$ cat config.mk
export PLATFORM = sky130hd
export DESIGN_NAME = mem_bus_arbiter
export DESIGN_NICKNAME = d
export VERILOG_FILES = /design/src/rtl/mem_arb_pkg.sv /design/src/rtl/mem_arb_pick.sv /design/src/rtl/mem_bus_arbiter.sv
export SDC_FILE = /design/constraint.sdc
export NUM_CORES = 1
export LEC_CHECK = 0
export CAP_MARGIN = 10
export CORE_MARGIN = 4
export CORE_UTILIZATION = 33
export DETAILED_ROUTE_END_ITERATION = 7
export PLACE_DENSITY = 0.78
export SKIP_CTS_REPAIR_TIMING = 1
export SLEW_MARGIN = 25
export SYNTH_ARGS = -nofsm -noshare
export SYNTH_HDL_FRONTEND = slang
export SYNTH_SLANG_ARGS = --single-unit
$ cat constraint.sdc
create_clock -name clk -period 1.7 [get_ports clk]
set_clock_uncertainty 0.15 [all_clocks]
set_input_delay 0.255 -clock clk [delete_from_list [all_inputs] [get_ports clk]]
set_output_delay 0.255 -clock clk [all_outputs]
set_load 0.1 [all_outputs]
$ cat src/rtl/mem_arb_pkg.sv
// Shared types and constants for the two-master memory bus arbiter.
// Optional feature macro used by the arbiter: MEM_ARB_ROUND_ROBIN_EN.
package mem_arb_pkg;

  typedef enum logic [1:0] {
    IDLE   = 2'd0,
    ACCESS = 2'd1,
    RESP   = 2'd2
  } arb_state_e;

  localparam logic MASTER_CPU = 1'b0;
  localparam logic MASTER_AUX = 1'b1;

  localparam int LAT_CNT_W = 4;

endpackage

$ cat src/rtl/mem_arb_pick.sv
// Combinational grant picker for the memory bus arbiter.
// MEM_ARB_ROUND_ROBIN_EN selects round-robin contention handling; otherwise m0 has fixed priority.
module mem_arb_pick
  import mem_arb_pkg::*;
(
  input  logic [1:0] req_i,
  input  logic       last_grant_i,
  output logic       grant_o,
  output logic       valid_o
);

`ifndef MEM_ARB_ROUND_ROBIN_EN
  // Fixed priority never consults the previous winner.
  logic unused_last_grant;
  assign unused_last_grant = last_grant_i;
`endif

  always_comb begin
    valid_o = |req_i;
    grant_o = MASTER_CPU;
    if (req_i[0] && req_i[1]) begin
`ifdef MEM_ARB_ROUND_ROBIN_EN
      grant_o = ~last_grant_i;
`else
      grant_o = MASTER_CPU;
`endif
    end else if (req_i[1]) begin
      grant_o = MASTER_AUX;
    end
  end

endmodule

$ cat src/rtl/mem_bus_arbiter.sv
// Two-master arbiter in front of the memory controller: one transaction per slot, fixed strobe latency.
// Contention policy set by MEM_ARB_ROUND_ROBIN_EN (defined: alternate, undefined: m0 priority).
module mem_bus_arbiter
  import mem_arb_pkg::*;
#(
  parameter int ADDR_W      = 32,
  parameter int DATA_W      = 32,
  parameter int MEM_LATENCY = 1
) (
  input  logic              clk,
  input  logic              rst,
  input  logic              m0_req,
  input  logic              m0_we,
  input  logic [ADDR_W-1:0] m0_addr,
  input  logic [DATA_W-1:0] m0_wdata,
  output logic              m0_ack,
  output logic [DATA_W-1:0] m0_rdata,
  output logic              m0_error,
  input  logic              m1_req,
  input  logic              m1_we,
  input  logic [ADDR_W-1:0] m1_addr,
  input  logic [DATA_W-1:0] m1_wdata,
  output logic              m1_ack,
  output logic [DATA_W-1:0] m1_rdata,
  output logic              m1_error,
  output logic              mem_read,
  output logic              mem_write,
  output logic [ADDR_W-1:0] mem_addr,
  output logic [DATA_W-1:0] mem_wdata,
  input  logic [DATA_W-1:0] mem_rdata,
  input  logic              mem_error
);

  arb_state_e           state_q, state_d;
  logic [LAT_CNT_W-1:0] cnt_q, cnt_d;
  logic                 grant_q, grant_d;
  logic                 last_grant_q, last_grant_d;
  logic                 we_q, we_d;
  logic                 err_q, err_d;
  logic [ADDR_W-1:0]    addr_q, addr_d;
  logic [DATA_W-1:0]    wdata_q, wdata_d;
  logic [DATA_W-1:0]    rdata_q, rdata_d;
  logic                 pick_grant;
  logic                 pick_valid;

  mem_arb_pick u_pick (
    .req_i        ({m1_req, m0_req}),
    .last_grant_i (last_grant_q),
    .grant_o      (pick_grant),
    .valid_o      (pick_valid)
  );

  always_comb begin
    state_d      = state_q;
    cnt_d        = cnt_q;
    grant_d      = grant_q;
    last_grant_d = last_grant_q;
    we_d         = we_q;
    err_d        = err_q;
    addr_d       = addr_q;
    wdata_d      = wdata_q;
    rdata_d      = rdata_q;
    case (state_q)
      IDLE: begin
        if (pick_valid) begin
          grant_d = pick_grant;
          we_d    = pick_grant ? m1_we    : m0_we;
          addr_d  = pick_grant ? m1_addr  : m0_addr;
          wdata_d = pick_grant ? m1_wdata : m0_wdata;
          cnt_d   = LAT_CNT_W'(MEM_LATENCY - 1);
          state_d = ACCESS;
        end
      end
      ACCESS: begin
        if (cnt_q == '0) begin
          rdata_d = mem_rdata;
          err_d   = mem_error;
          state_d = RESP;
        end else begin
          cnt_d = cnt_q - LAT_CNT_W'(1);
        end
      end
      RESP: begin
        last_grant_d = grant_q;
        state_d      = IDLE;
      end
      default: state_d = IDLE;
    endcase
  end

  // Reset drops any in-flight transaction; it is never acked.
  always_ff @(posedge clk) begin
    if (!rst) begin
      state_q      <= IDLE;
      cnt_q        <= '0;
      grant_q      <= MASTER_CPU;
      last_grant_q <= MASTER_AUX;
      we_q         <= 1'b0;
      err_q        <= 1'b0;
      addr_q       <= '0;
      wdata_q      <= '0;
      rdata_q      <= '0;
    end else begin
      state_q      <= state_d;
      cnt_q        <= cnt_d;
      grant_q      <= grant_d;
      last_grant_q <= last_grant_d;
      we_q         <= we_d;
      err_q        <= err_d;
      addr_q       <= addr_d;
      wdata_q      <= wdata_d;
      rdata_q      <= rdata_d;
    end
  end

  assign mem_read  = (state_q == ACCESS) && !we_q;
  assign mem_write = (state_q == ACCESS) && we_q;
  assign mem_addr  = addr_q;
  assign mem_wdata = wdata_q;

  assign m0_ack   = (state_q == RESP) && (grant_q == MASTER_CPU);
  assign m1_ack   = (state_q == RESP) && (grant_q == MASTER_AUX);
  assign m0_rdata = rdata_q;
  assign m1_rdata = rdata_q;
  assign m0_error = err_q & m0_ack;
  assign m1_error = err_q & m1_ack;

endmodule

==> results.toml <==
[worst_setup_path]
crit_type = "reg2reg"
startpoint_type = "register"
end_kind = "register"
ff2ff_path_depth = 6
critical_path_required_ns = 1.76
rr_startpoint = "cnt_q[0]$_SDFFE_PN0P_"
r2r_end = "m0_rdata[9]$_SDFFE_PN0P_"
ff2ff_setup_slack_ns = -0.09
crit_arrival_ns = 1.85
path_max_fanout = 6

[floorplan]
core_um2 = 13500
io_pins = 301
start_util = 0.341
chipWidth_um = 126
dieHeight_um = 126
dieArea_um2 = 15900
rows = 42

[final_layout]
seq_area_um2 = 2150
finalInstanceArea_um2 = 9830
nFillCells = 875
fin_nets = 898
instances_no_fill = 910
area_growth_pct = 114
multiInputGateArea_um2 = 2270
final_util = 0.731
antennaDiodeCount = 0
layout-drive-gt1-share = 0.398

[placement]
dp_hpwl_um = 13700
place_area_um2 = 9080
dp_cells = 883
gp_congestion = 0.904
pre_cts_ws_ns = -0.238
port_buffers = 300

[timing]
period_share = 1.06
setup_ws_ns = -0.0941
slew_viol_final = 0
worst_pin_slew_ns = 0.537
clock.fmax_mhz = 557
setup_viol = 24
hold_viol = 0
rsz0062_at_grt = "yes"
slew-limit-headroom = 0.638
fin_crit_ns = 1.79

[synthesis]
ys_top_cells_by_area = "dfxtp_1 (46%), mux2i_1 (14%), o2bb2ai_1 (10%)"
yosysTopAreaCell = "dfxtp_1"
yosysTopAreaCellShare = 0.458
synth_nets = 616
yosys.cell_types.count = 31
yosysMostFrequentCell = "dfxtp_1"
synth_cells = 447
synth.avg_cell_area_um2 = 10.3
ys_seq_area_frac = 0.458
syn_area_um2 = 4590
yosys_most_used_dff = "dfxtp_1"
ys_ff_latch = 105
synth_warnings = 0
synth_common_cells = "dfxtp_1 (105), mux2i_1 (65), o2bb2ai_1 (55)"
synth_edf_count = 0
async_reset_ff_frac = 0

[route]
vias = 4749
wire_per_inst_um = 20.6
drcViolationCount = 0
wirelength_um = 18700
via_per_inst = 5.22
drtAntennaViolNets = 0
firstDrtPassIters = 4
first_iter_violations = 225

[worst_hold_path]
hold_class = "in2reg"
hold_path_depth = 3
hold_end = "m0_rdata[23]$_SDFFE_PN0P_"
min_from = "mem_rdata[23]"

[power]
power_mw = 9.35
power.switching_mw = 3.73
power.density_nw_per_um2 = 951
p_leak_nw = 3.72
clockPowerShare = 0.240
p_comb_frac = 0.440
pwr-share-seq = 0.320
worst_ir_drop_vdd_mv = 0.660
p_sw_frac = 0.399
p_int_mw = 5.61

[global_routing]
grt_pass1_vias = 5035
grt_max_degree = 66
grtUsageTotal = 0.213
grt.overflow.total = 0
grt_pass1_wl_um = 27300
grt_antenna_before_repair = 0

[clocking]
cts-buffers-inserted = 9
cts_buffer_depth = 2
clockRootBuffer = "clkbuf_16"
cts_tree = "done"
htreeDepth = 3
cts.clk_slew.worst_paths_ns = 0.07
cts_sinks = 105
clkLatencyLatePin_ns = 0.35

[status]
violations = "setup timing"
status = "finished, violations left"

[job]
max_cap_viol_count = 0
[worst max path at each step]
stage / start / endpoint / depth (start not counted)
after global routing: state_q[1]$_SDFFE_PN0P_ / m0_error / 4
final: cnt_q[0]$_SDFFE_PN0P_ / m0_rdata[9]$_SDFFE_PN0P_ / 6
after CTS: state_q[0]$_SDFFE_PN0P_ / mem_read / 5
after detailed placement: m1_req / mem_addr[25]$_SDFFE_PN0P_ / 6
after global placement: m1_req / mem_wdata[26]$_SDFFE_PN0P_ / 6
after floorplan: state_q[1]$_SDFFE_PN0P_ / m0_error / 2
[layout make-up]
type | instances | area share
inverters | 4 | 0.00153
multi-input cells | 266 | 0.231
clock inverters | 7 | 0.0104
repair buffers | 343 | 0.493
well taps | 176 | 0.0224
clock buffers | 9 | 0.0229
flip-flops and latches | 105 | 0.219
[cell usage in the layout (no fill, tap or decap), types with 2 or more instances in the layout]
master / count
a21oi_1: 35
a21oi_2: 3
and2_4: 3
buf_12: 138
buf_4: 27
buf_6: 5
buf_8: 2
bufinv_16: 2
clkbuf_16: 13
clkdlybuf4s50_1: 166
clkinv_4: 3
dfxtp_1: 69
dfxtp_2: 35
inv_2: 3
mux2i_1: 65
nand3_1: 34
nor2_1: 2
nor2b_4: 2
nor3b_4: 2
o21ai_0: 4
o21ai_1: 15
o21ai_2: 18
o2bb2ai_1: 41
o2bb2ai_2: 23
or3_1: 2
or4_1: 2
[routing by layer]
layer | routed length [um] | up-vias | global-route usage
li1 | - | 2184 | -
met1 | 6660 | 2265 | 0.223
met2 | 9990 | 252 | 0.392
met3 | 1520 | 48 | 0.0792
met4 | 527 | 0 | 0.0675
met5 | 0 | - | 0
[through the flow]
step                hold slack [ns]  TNS, ns
detailed placement            0.343   -11.87
global placement              0.316    -9.04
finish                        0.309   -0.687
global route                  0.301    -2.73
floorplan                     0.202   -0.458
CTS                           0.288    -1.39
[kinds of logic (layout without fill, tap and decap cells)]
logic type                 Yosys count  in the layout  share of synthesized area
buffers and inverters               76            363                      0.102
and+or+nand+nor                     55             55                     0.0676
muxes                               65             65                      0.142
adders and majority gates            2              2                    0.00545
AOI/OAI and AO/OA                  144            144                      0.226
DFF                                105            105                      0.458
[state kept, by name, summed over array words and instances (netlist names)]
signal and flops:
mem_wdata 32, grant_q 1, m0_rdata 32, mem_addr 32
cnt_q 4, we_q 1, err_q 1, state_q 2
[power groups by stage]
stage,Combinational [mW],Clock [mW],Sequential [mW]
after floorplan,0.951,0,4.35
after global placement,3.96,0,3.02
after detailed placement,4.01,0,3.03
after CTS,4.02,2.30,2.98
after global routing,4.22,2.41,3.02
final,4.11,2.24,2.99
[worst max-delay path, stage by stage, from the launching register on]
cell and delay (ns):
dfxtp_2 0.34, inv_2 0.09, ha_4 0.14, or3b_4 0.48
clkbuf_16 0.20, o21ai_2 0.14, a21oi_1 0.11
Note: power is estimated with default switching activity, not from simulation.
